## src/rtl/msg_pkg.sv

```systemverilog
`timescale 1ns/1ps
// Shared widths, default message contents and debouncer state encoding for message_scroller.
package msg_pkg;
  localparam int CHAR_W  = 4;
  localparam int MSG_LEN = 16;
  localparam int ADDR_W  = 4;

  typedef logic [CHAR_W-1:0] char_t;
  typedef logic [ADDR_W-1:0] addr_t;

  // Character i sits in nibble i, so the power-up message reads 0..F.
  localparam logic [MSG_LEN*CHAR_W-1:0] DEFAULT_MSG = 64'hFEDC_BA98_7654_3210;

  typedef enum logic [1:0] {IDLE, WAIT_PRESS, HELD, WAIT_RELEASE} dbnc_state_t;

  function automatic char_t default_char(input int idx);
    return DEFAULT_MSG[idx*CHAR_W +: CHAR_W];
  endfunction
endpackage

```

## src/rtl/message_scroller_debouncer.sv

```systemverilog
`timescale 1ns/1ps
// Two-flop synchronizer plus press/release debouncer; btn_pulse is a registered
// one-cycle strobe once a press has been stable for DEBOUNCE_CYCLES cycles.
module button_debouncer
  import msg_pkg::*;
#(
  parameter int DEBOUNCE_CYCLES = 65_536
) (
  input  logic clk,
  input  logic reset,
  input  logic btn_step,
  output logic btn_pulse
);
  localparam int              CNT_W    = $clog2(DEBOUNCE_CYCLES);
  localparam logic [CNT_W-1:0] CNT_LAST = CNT_W'(DEBOUNCE_CYCLES - 1);

  logic [1:0]       r_sync;
  logic             w_btn_sync;
  dbnc_state_t      r_state;
  logic [CNT_W-1:0] r_cnt;
  logic             r_pulse;

  assign w_btn_sync = r_sync[1];
  assign btn_pulse  = r_pulse;

  always_ff @(posedge clk or posedge reset) begin
    if (reset) r_sync <= 2'b00;
    else       r_sync <= {r_sync[0], btn_step};
  end

  always_ff @(posedge clk or posedge reset) begin
    if (reset) begin
      r_state <= IDLE;
      r_cnt   <= '0;
      r_pulse <= 1'b0;
    end else begin
      r_pulse <= 1'b0;
      case (r_state)
        IDLE: if (w_btn_sync) begin
          r_cnt   <= '0;
          r_state <= WAIT_PRESS;
        end
        WAIT_PRESS: begin
          if (!w_btn_sync) r_state <= IDLE;
          else if (r_cnt == CNT_LAST) begin
            r_state <= HELD;
            r_pulse <= 1'b1;
          end else r_cnt <= r_cnt + 1'b1;
        end
        // A held button waits here indefinitely and never re-triggers.
        HELD: if (!w_btn_sync) begin
          r_cnt   <= '0;
          r_state <= WAIT_RELEASE;
        end
        WAIT_RELEASE: begin
          if (w_btn_sync) r_state <= HELD;
          else if (r_cnt == CNT_LAST) r_state <= IDLE;
          else r_cnt <= r_cnt + 1'b1;
        end
        default: r_state <= IDLE;
      endcase
    end
  end
endmodule

```

## src/rtl/message_scroller.sv

```systemverilog
`timescale 1ns/1ps
// 16-character hex message with a 4-character scrolling window for the LED driver.
// Window start advances on auto tick or debounced button; char outputs lag by one cycle.
module message_scroller
  import msg_pkg::*;
#(
  parameter int SCROLL_DIV      = 1_000_000,
  parameter int DEBOUNCE_CYCLES = 65_536
) (
  input  logic              clk,
  input  logic              reset,
  input  logic              btn_step,
  input  logic              auto_en,
  input  logic              wr_en,
  input  logic [ADDR_W-1:0] wr_addr,
  input  logic [CHAR_W-1:0] wr_data,
  output logic [CHAR_W-1:0] char3,
  output logic [CHAR_W-1:0] char2,
  output logic [CHAR_W-1:0] char1,
  output logic [CHAR_W-1:0] char0,
  output logic [ADDR_W-1:0] ptr,
  output logic              step_pulse
);
  localparam int              DIV_W    = $clog2(SCROLL_DIV);
  localparam logic [DIV_W-1:0] DIV_LAST = DIV_W'(SCROLL_DIV - 1);

  logic [DIV_W-1:0] r_div;
  logic             w_btn_pulse;
  logic             w_auto_tick;
  logic             w_adv;
  addr_t            r_ptr;
  logic             r_step;
  char_t            r_mem  [MSG_LEN];
  char_t            r_char [4];

  button_debouncer #(
    .DEBOUNCE_CYCLES(DEBOUNCE_CYCLES)
  ) u_debouncer (
    .clk      (clk),
    .reset    (reset),
    .btn_step (btn_step),
    .btn_pulse(w_btn_pulse)
  );

  assign w_auto_tick = auto_en && (r_div == DIV_LAST);
  assign w_adv       = w_auto_tick | w_btn_pulse;

  // Held at zero while disabled so re-enabling always yields a full period.
  always_ff @(posedge clk or posedge reset) begin
    if (reset)                       r_div <= '0;
    else if (!auto_en || w_auto_tick) r_div <= '0;
    else                             r_div <= r_div + 1'b1;
  end

  always_ff @(posedge clk or posedge reset) begin
    if (reset) begin
      r_ptr  <= '0;
      r_step <= 1'b0;
    end else begin
      r_step <= w_adv;
      if (w_adv) r_ptr <= r_ptr + 1'b1;
    end
  end

  always_ff @(posedge clk or posedge reset) begin
    if (reset) begin
      for (int i = 0; i < MSG_LEN; i++) r_mem[i] <= default_char(i);
    end else if (wr_en) begin
      r_mem[wr_addr] <= wr_data;
    end
  end

  // Window index sums wrap naturally in ADDR_W bits.
  always_ff @(posedge clk or posedge reset) begin
    if (reset) begin
      for (int k = 0; k < 4; k++) r_char[k] <= default_char(k);
    end else begin
      for (int k = 0; k < 4; k++) r_char[k] <= r_mem[r_ptr + addr_t'(k)];
    end
  end

  assign char3      = r_char[0];
  assign char2      = r_char[1];
  assign char1      = r_char[2];
  assign char0      = r_char[3];
  assign ptr        = r_ptr;
  assign step_pulse = r_step;
endmodule
```

## config.mk

```make
export PLATFORM = sky130hd
export DESIGN_NAME = message_scroller
export DESIGN_NICKNAME = d
export VERILOG_FILES = /design/src/rtl/msg_pkg.sv /design/src/rtl/message_scroller_debouncer.sv /design/src/rtl/message_scroller.sv
export SDC_FILE = /design/constraint.sdc
export NUM_CORES = 1
export LEC_CHECK = 0
export ABC_AREA = 1
export BUFFER_PORTS_ARGS = -buffer_cell sky130_fd_sc_hd__buf_2
export CORE_ASPECT_RATIO = 0.5
export CORE_MARGIN = 2
export CORE_UTILIZATION = 33
export DETAILED_ROUTE_END_ITERATION = 8
export PLACE_DENSITY_LB_ADDON = 0.1
export SLEW_MARGIN = 5
export SYNTH_ARGS = -nofsm -noshare
export SYNTH_HDL_FRONTEND = slang
export SYNTH_HIERARCHICAL = 1
export SYNTH_SLANG_ARGS = --single-unit
```

## constraint.sdc

```tcl
create_clock -name clk -period 4.15 [get_ports clk]
set_clock_uncertainty 0.15 [all_clocks]
set_input_delay 0.415 -clock clk [delete_from_list [all_inputs] [get_ports clk]]
set_output_delay 0.415 -clock clk [all_outputs]
set_load 0.01 [all_outputs]
```

# Word-level counts from Yosys, hierarchy flattened
# Cells that the tools add are included.
dict set report totals {
  input_bits 13
  register_bits 126
  wordCells 94
  output_inout_bits 21
}
dict set report classes {
  n_eq_ne 11
  order_cmp 6
  add_sub_neg 5
  mux 32
  bitwise 6
  reduce_logical 7
}
# cell count
set op_table {}
lappend op_table {{$mux 16} 5}
lappend op_table {{$bmux 4 s4} 4}
lappend op_table {{$bwmux 64} 1}
lappend op_table {{$pmux 16 s4} 1}
lappend op_table {{$mux 4} 9}
lappend op_table {{$ge 5x5->1 const B} 5}
lappend op_table {{$not 4->5} 5}
lappend op_table {{$add 20x1->20 const B} 1}
lappend op_table {{$eq 20x20->1 const B} 1}
lappend op_table {{$mux 20} 1}
lappend op_table {{$add 16x1->16 const B} 1}
lappend op_table {{$demux 4 s4} 1}
lappend op_table {{$eq 16x16->1 const B} 1}
lappend op_table {{$mux 2} 6}
lappend op_table {{$add 4x2->4 const B} 2}
lappend op_table {{$pmux 2 s4} 1}
lappend op_table {{$reduce_and 4->1} 2}
lappend op_table {{$lt 5x1->1 const B} 1}
lappend op_table {{$add 4x1->4 const B} 1}
lappend op_table {{$eq 2x2->1 const B} 2}
lappend op_table {{$ne 2x1->1 const B} 2}
lappend op_table {{$ne 2x2->1 const B} 2}
lappend op_table {{$mux 1} 3}
lappend op_table {{$ne 3x1->1 const B} 1}
lappend op_table {{other kinds (7)} 8}

# Longest topological paths before layout
# Gate-level depths: netlist of the first run.
dict set report logic_depth {
  ltp_word 6
  depth_mapped 12
  ltp_nobuf 9
}

# By module
# Netlist of the first run, hierarchy kept.
# module cells_per_inst instances seq_area_each_um2 area_per_inst_um2
set modules_own_cells {}
lappend modules_own_cells {message_scroller 891 1 2672.6 6208.5}
lappend modules_own_cells {button_debouncer 158 1 525.5 1226.2}

# Worst setup path before layout of the first run
# OpenSTA, ideal clock, no wires.
dict set report synth_timing {
  path_type {register -> register}
  startpoint {reg r_ptr[1], in the netlist ptr[1]}
  endpoint {reg r_char, in the netlist char0[3]}
  arrival_time_ns 2.091
  setup_slack_ns 1.792
  t_required_ns 3.883
  setup_ns 0.117
  path_stages_with_launch 13
  synth_period_minus_slack_ns 2.358
  n_path_buf 4
  path_cell_list {dfrtp_1 -> buf_2 -> inv_1 -> buf_1 -> ha_1 -> buf_2 -> inv_1 -> clkbuf_1 -> nand2_1 -> nand3_1 -> nand2_1 -> nand2_1 -> nand2_1}
}
dict set report synth_via {
  elab_chain_len 5
}
# element line_no
set synth_rtl {}
lappend synth_rtl {{from (decl)} message_scroller.sv:31} ;# addr_t r_ptr;
lappend synth_rtl {{from (signal assigned)} message_scroller.sv:61} ;# if (w_adv) r_ptr <= r_ptr + 1'b1;
lappend synth_rtl {{$add 4x2->4} message_scroller.sv:78} ;# for (int k = 0; k < 4; k++) r_char[k] <= r_mem[r_ptr + addr_t'(k)];
lappend synth_rtl {{$not 4->5 (implied by the code)} message_scroller.sv:78}
lappend synth_rtl {{$bmux 4 s4} message_scroller.sv:78}
lappend synth_rtl {{$mux 4 (implied by the code) (2 in a row)} message_scroller.sv:78}
lappend synth_rtl {{to (decl)} message_scroller.sv:34} ;# char_t r_char [4];
# No other way between the ends. The select of a mux whose other input is x is not followed.
# A chain may end at the register's enable or synchronous reset.

# Worst setup path after layout of the first run
dict set report layout_timing {
  startpoint {reg r_ptr[0], in the netlist ptr[0]}
  endpoint {reg r_char, in the netlist char0[2]}
}
# Same word-level chain as after synthesis.

==> results.json, run 1 <==
{
  "status": "completed",
  "synth-compound-area-share_pct": 11.5,
  "wl_mm": 22.1,
  "drive_above_1_share_pct": 14.0,
  "root_buffer": "clkbuf_16",
  "setup_viol": 0,
  "ioPinCount": 34,
  "drtIter0Drc": 620,
  "synthMuxAreaShare_pct": 0,
  "vias": 6768,
  "cts_tree": "done",
  "critPathArrivalTime_ns": 2.67,
  "rows": 38,
  "drv_cap": 0,
  "clockBufferDepth": 2,
  "place_ws_ns": 1.69,
  "required_ns": 4.32,
  "cts.sinks": 126,
  "synth-main-ff-cell": "dfrtp_1",
  "post_cts_buffers": 0,
  "grt_max_degree": 59,
  "core_sq_um": 21900,
  "grt_pass1_vias": 6121,
  "p_per_area_nw_per_um2": 447,
  "yosys.area.top_type": "dfrtp_1",
  "synth_xor_area_share_pct": 2.32,
  "clk-insertion-delay-late_ns": 0.43,
  "syn_nets": 1068,
  "synthArstFlopShare_pct": 100,
  "hp-class": "input pin to register",
  "start_kind": "register",
  "synth_warnings": 6,
  "drt_pass1_iterations": 5,
  "synth_fa_ha_area_share_pct": 1.01,
  "slew_violations": 0,
  "synth_top_cell_area_share_pct": 30.3,
  "clock.fmax_mhz": 400,
  "final_common_cell": "nand2_1",
  "path_clk_slew_ns": 0.06,
  "cts_hold_buf": 2,
  "ant_nets": 0,
  "dieWidth_um": 216,
  "nNetsFinal": 1091,
  "viasPerCell": 4.89,
  "start_util_pct": 34.0,
  "num_antenna_cells": 0,
  "die_h_um": 110,
  "fin_crit_sh_pct": 60.3,
  "max_slew_margin_pct": 37.9,
  "min_period_ns": 2.50,
  "mostFrequentLayoutCells": "394 x nand2_1, 94 x nand3_1, 89 x o21ai_0, 89 x dfrtp_1, 77 x nor2_1",
  "p_leak_nw": 4.02,
  "drc_errors": 0,
  "syn_to_final_growth_pct": 14.0,
  "yosys.area_share.simple_pct": 35.6,
  "post_cts_resized": 0,
  "antenna_found_initial": 0,
  "synth_area_leaders": "dfrtp_1 30%, nand2_1 20%, dfstp_2 13%",
  "grt-ovfl-total": 0,
  "timing.final.ws_setup_ns": 1.65,
  "grt_usage_pct": 19.5,
  "syn_inst": 1049,
  "port-buffer-count": 33,
  "hold_violations": 0,
  "avgSynthCellArea_sq_um": 7.09,
  "fp.dieArea_sq_um": 23800,
  "synth_top_family_by_area": "simple AND/OR/NAND/NOR gates",
  "critPathMaxFanout": 37,
  "syn_area_sq_um": 7430,
  "path_class": "register to register",
  "ys_types": 36,
  "tightestPinTransition_ns": 0.931,
  "synth-seq-cells": 126,
  "hold_ws_ns": 0.0718,
  "dp_hpwl_mm": 16.1,
  "critical_path.endpoint_type": "register",
  "ys_seq_area_share_pct": 43.0,
  "grt_pass1_wl_mm": 34.9,
  "finalPower_mw": 3.79,
  "cts_buffers": 17,
  "grt_setup_unrepaired": "no",
  "wire_per_inst_um": 16.0,
  "place.gp.congestion": 0.868,
  "fin_tns_setup_ns": 0,
  "h-tree-depth": 4,
  "synth_edf_count": 0,
  "peakVddDrop_v": 0.000246
}
## kinds of logic after synthesis
group,after synthesis
AND/OR/NAND/NOR,626
AO/OA/AOI/OAI,159
flip-flops,126
buffers and inverters,114
XOR/XNOR,18
adder cells (fa/ha/maj),6
## Yosys cell counts (3+ instances only)
master    instances
o21ai_1          40
dfrtp_1          90
nand2_4           3
o21ai_0          89
nor3_1           10
buf_2            14
nand3_1          94
xnor2_1           3
nor2_1           77
or2_2            17
o211ai_1         16
nor2_4            3
inv_2             5
buf_1             4
ha_1              6
clkbuf_1         15
nand2_1         394
inv_1            71
o21ai_2           3
or2_1             8
a21oi_1           8
nand2_2           7
xor2_1           13
nor3_2            3
dfstp_2          36
or2_0             5
nand4_1           4
## final cells by class
cell class,instances,area [sq um]
well taps,300,375
clock buffers,23,478
fillers,2350,13400
repair buffers,42,250
flip-flops and latches,126,3200
multi-input cells,809,3750
clock inverters,9,133
inverters,76,288
## registers in the layout (all words and copies together), names as in the netlist, named ones only
register,count
char0,4
u_debouncer/r_cnt,16
r_mem,64
u_debouncer/btn_pulse,1
char2,4
char1,4
ptr,4
u_debouncer/r_sync,2
r_div,20
char3,4
u_debouncer/r_state,1
step_pulse,1
## power breakdown
| part | switching [mW] | internal [mW] |
|---|---|---|
| sequential | 0.108 | 1.45 |
| combinational | 0.425 | 0.227 |
| clock | 0.580 | 0.993 |
| total | 1.11 | 2.67 |
## per-layer routing
metal,wire length [um],track usage [%]
met4,284,5.87
met1,11200,27.9
met3,1090,3.59
met5,0,0
met2,9590,30.1
## worst max-delay path, cell delays in order (launching register included)
cell      delay [ns]
dfrtp_2         0.35
buf_4           0.32
inv_2           0.06
ha_1            0.31
inv_1           0.68
o211ai_1        0.20
nand3_1         0.13
nand2_1         0.06
nand2_1         0.05
nand2_1         0.05
## through the flow
step	std cells	instance area [sq um]	utilization (%)
after CTS	1385	8480	38.8
after global placement	1351	7850	35.9
after detailed placement	1351	7850	35.9
after floorplan	1049	7430	-
after global routing	1385	8480	38.8
final	1385	8480	38.8
## worst paths after layout
| check | startpoint | endpoint | slack [ns] | depth (start not counted) |
|---|---|---|---|---|
| hold / removal | wr_data[2] | r_mem[6] | 0.07 | 3 |
| setup reg to reg | ptr[0] | char0[2] | 1.65 | 9 |
| setup / recovery | ptr[0] | char0[2] | 1.65 | 9 |
| max in group asynchronous | reset | r_mem[34] | 2.53 | 4 |
| min in group asynchronous | reset | r_div[4] | 0.51 | 3 |
| hold reg to reg | u_debouncer/r_sync[0] | u_debouncer/r_sync[1] | 0.20 | 0 |
(Power assumes the default switching activity.)
==> run 2: changes to the inputs <==
==> constraint.sdc (replaced) <==
create_clock -name clk -period 2.6 [get_ports clk]
set_clock_uncertainty 0.15 [all_clocks]
set_input_delay 0.26 -clock clk [delete_from_list [all_inputs] [get_ports clk]]
set_output_delay 0.26 -clock clk [all_outputs]
set_load 0.01 [all_outputs]
==> run 2 against run 1 <==
  * Register-to-register slack lost 1.1 ns
  * Sequential power is 60% higher
  * Final cell count grew 0.65%
  * Power up 54%
  * Design area is 0.44% higher
  * Combinational power is 64% higher
==> results.json, run 2 (synthesis gave the netlist of run 1 again) <==
{
  "top_register": "r_mem",
  "grt_usage_pct": 19.5,
  "p_clk_share_pct": 39.0,
  "vias": 6707,
  "multiInputGateArea_sq_um": 3750,
  "worstHoldStart": "wr_addr[2]",
  "drtIter0Drc": 565,
  "grt_setup_unrepaired": "no",
  "largest_reg_flops": 64,
  "clk-insertion-delay-late_ns": 0.43,
  "tightestPinTransition_ns": 0.807,
  "drt_pass1_iterations": 5,
  "ioPinCount": 34,
  "fp.dieArea_sq_um": 23800,
  "r2r_slack_ns": 0.50,
  "hold_violations": 0,
  "core_sq_um": 21900,
  "top_regs": "r_mem (64), r_div (20), u_debouncer/r_cnt (16)",
  "pwr-share-seq_pct": 42.7,
  "critPathArrivalTime_ns": 2.26,
  "p_leak_nw": 4.03,
  "wl_mm": 21.9,
  "wire_per_inst_um": 15.7,
  "finalPower_mw": 5.83,
  "post_cts_buffers": 0,
  "grt-ovfl-total": 0,
  "root_buffer": "clkbuf_16",
  "rr_startpoint": "ptr[0]",
  "h-tree-depth": 4,
  "fin_crit_sh_pct": 80.8,
  "start_util_pct": 34.0,
  "grt_pass1_wl_mm": 34.9,
  "rows": 38,
  "place_ws_ns": 0.497,
  "cts_buffers": 17,
  "timing.final.ws_setup_ns": 0.500,
  "dieWidth_um": 216,
  "dp.cells": 1355,
  "p_per_area_nw_per_um2": 685,
  "hp-class": "input pin to register",
  "combPwrFrac_pct": 18.3,
  "viasPerCell": 4.81,
  "clock.fmax_mhz": 476,
  "antenna_found_initial": 0,
  "cts_hold_buf": 7,
  "cts_tree": "done",
  "drv_cap": 0,
  "grt_max_degree": 106,
  "nNetsFinal": 1100,
  "num-fill-cells": 2320,
  "post_cts_resized": 0,
  "p_int_mw": 4.05,
  "fin_tns_setup_ns": 0,
  "ant_nets": 0,
  "regArea_sq_um": 3200,
  "final_common_cell": "nand2_1",
  "critPathMaxFanout": 92,
  "syn_to_final_growth_pct": 14.5,
  "place.gp.congestion": 0.892,
  "port-buffer-count": 33,
  "peakVddDrop_v": 0.000379,
  "max_slew_margin_pct": 46.1,
  "clockBufferDepth": 2,
  "die_h_um": 110,
  "required_ns": 2.76,
  "slew_violations": 0,
  "mostFrequentLayoutCells": "394 x nand2_1, 94 x nand3_1, 89 x o21ai_0, 89 x dfrtp_1, 77 x nor2_1",
  "drc_errors": 0,
  "grt_pass1_vias": 6218,
  "start_kind": "register",
  "path_clk_slew_ns": 0.06,
  "crit_start": "ptr[0]",
  "p_sw_share_pct": 30.5,
  "cts.sinks": 126,
  "path_class": "register to register",
  "drive_above_1_share_pct": 14.3,
  "stdcell_count": 1394,
  "critical_path.endpoint_type": "register",
  "status": "completed",
  "dp_hpwl_mm": 15.8,
  "switching_power_mw": 1.78,
  "num_antenna_cells": 0,
  "min_period_ns": 2.10,
  "setup_viol": 0
}
## run 2: cell types whose count changed in the layout (fill, tap and decap cells not counted)
cell           change
buf_12             +1
buf_4              +3
bufinv_16          -2
clkbuf_8           -1
clkinv_2           +2
clkinv_4           +1
clkinvlp_4         +2
dlygate4sd3_1      +5
inv_4              -1
inv_6              -1
## run 2: worst max-delay path: stages, from the launching register on
cell and delay [ns]:
dfrtp_2 0.42, buf_12 0.19, ha_1 0.26, xnor2_2 0.41
inv_2 0.20, nand3_1 0.16, nand2_1 0.07, nand2_1 0.06
nand2_1 0.05
## run 2: per-stage QoR
stage	area [sq um]	util, %	hold WS [ns]
4_1_cts	8510	38.9	0.0200
2_1_floorplan	7440	-	0.0865
3_5_place_dp	7890	36.1	0.195
3_3_place_gp	7890	36.1	0.190
6_report	8510	38.9	0.0395
5_1_grt	8510	38.9	0.0579
## run 2: final timing paths
check	to	depth (start not counted)
setup / recovery	char2[3]	8
min in group asynchronous	r_div[0]	4
hold reg to reg	u_debouncer/r_sync[1]	0
hold / removal	r_mem[23]	4
max in group asynchronous	u_debouncer/btn_pulse	3
setup reg to reg	char2[3]	8
## run 2: cell type report
type | instances | share of cell area (%)
multi-input cells | 809 | 44.1
flip-flops and latches | 126 | 37.6
clock buffers | 22 | 5.45
well taps | 300 | 4.41
repair buffers | 51 | 4.03
inverters | 76 | 3.40
clock inverters | 10 | 1.06
## run 2: layer usage
metal,track usage (%),wire (um),share of wire (%)
met1,27.7,10900,50
met3,5.51,1300,5.9
met2,29.3,9410,43
met4,4.75,199,0.91
met5,0,0,0
## run 2: power by group through the flow
stage | sequential, mW | combinational (mW) | clock, mW
final | 2.49 | 1.07 | 2.28
after global routing | 2.53 | 1.22 | 2.43
after CTS | 2.49 | 1.08 | 2.34
after detailed placement | 2.52 | 1.06 | 0
after global placement | 2.52 | 1.06 | 0
after floorplan | 2.49 | 0.669 | 0
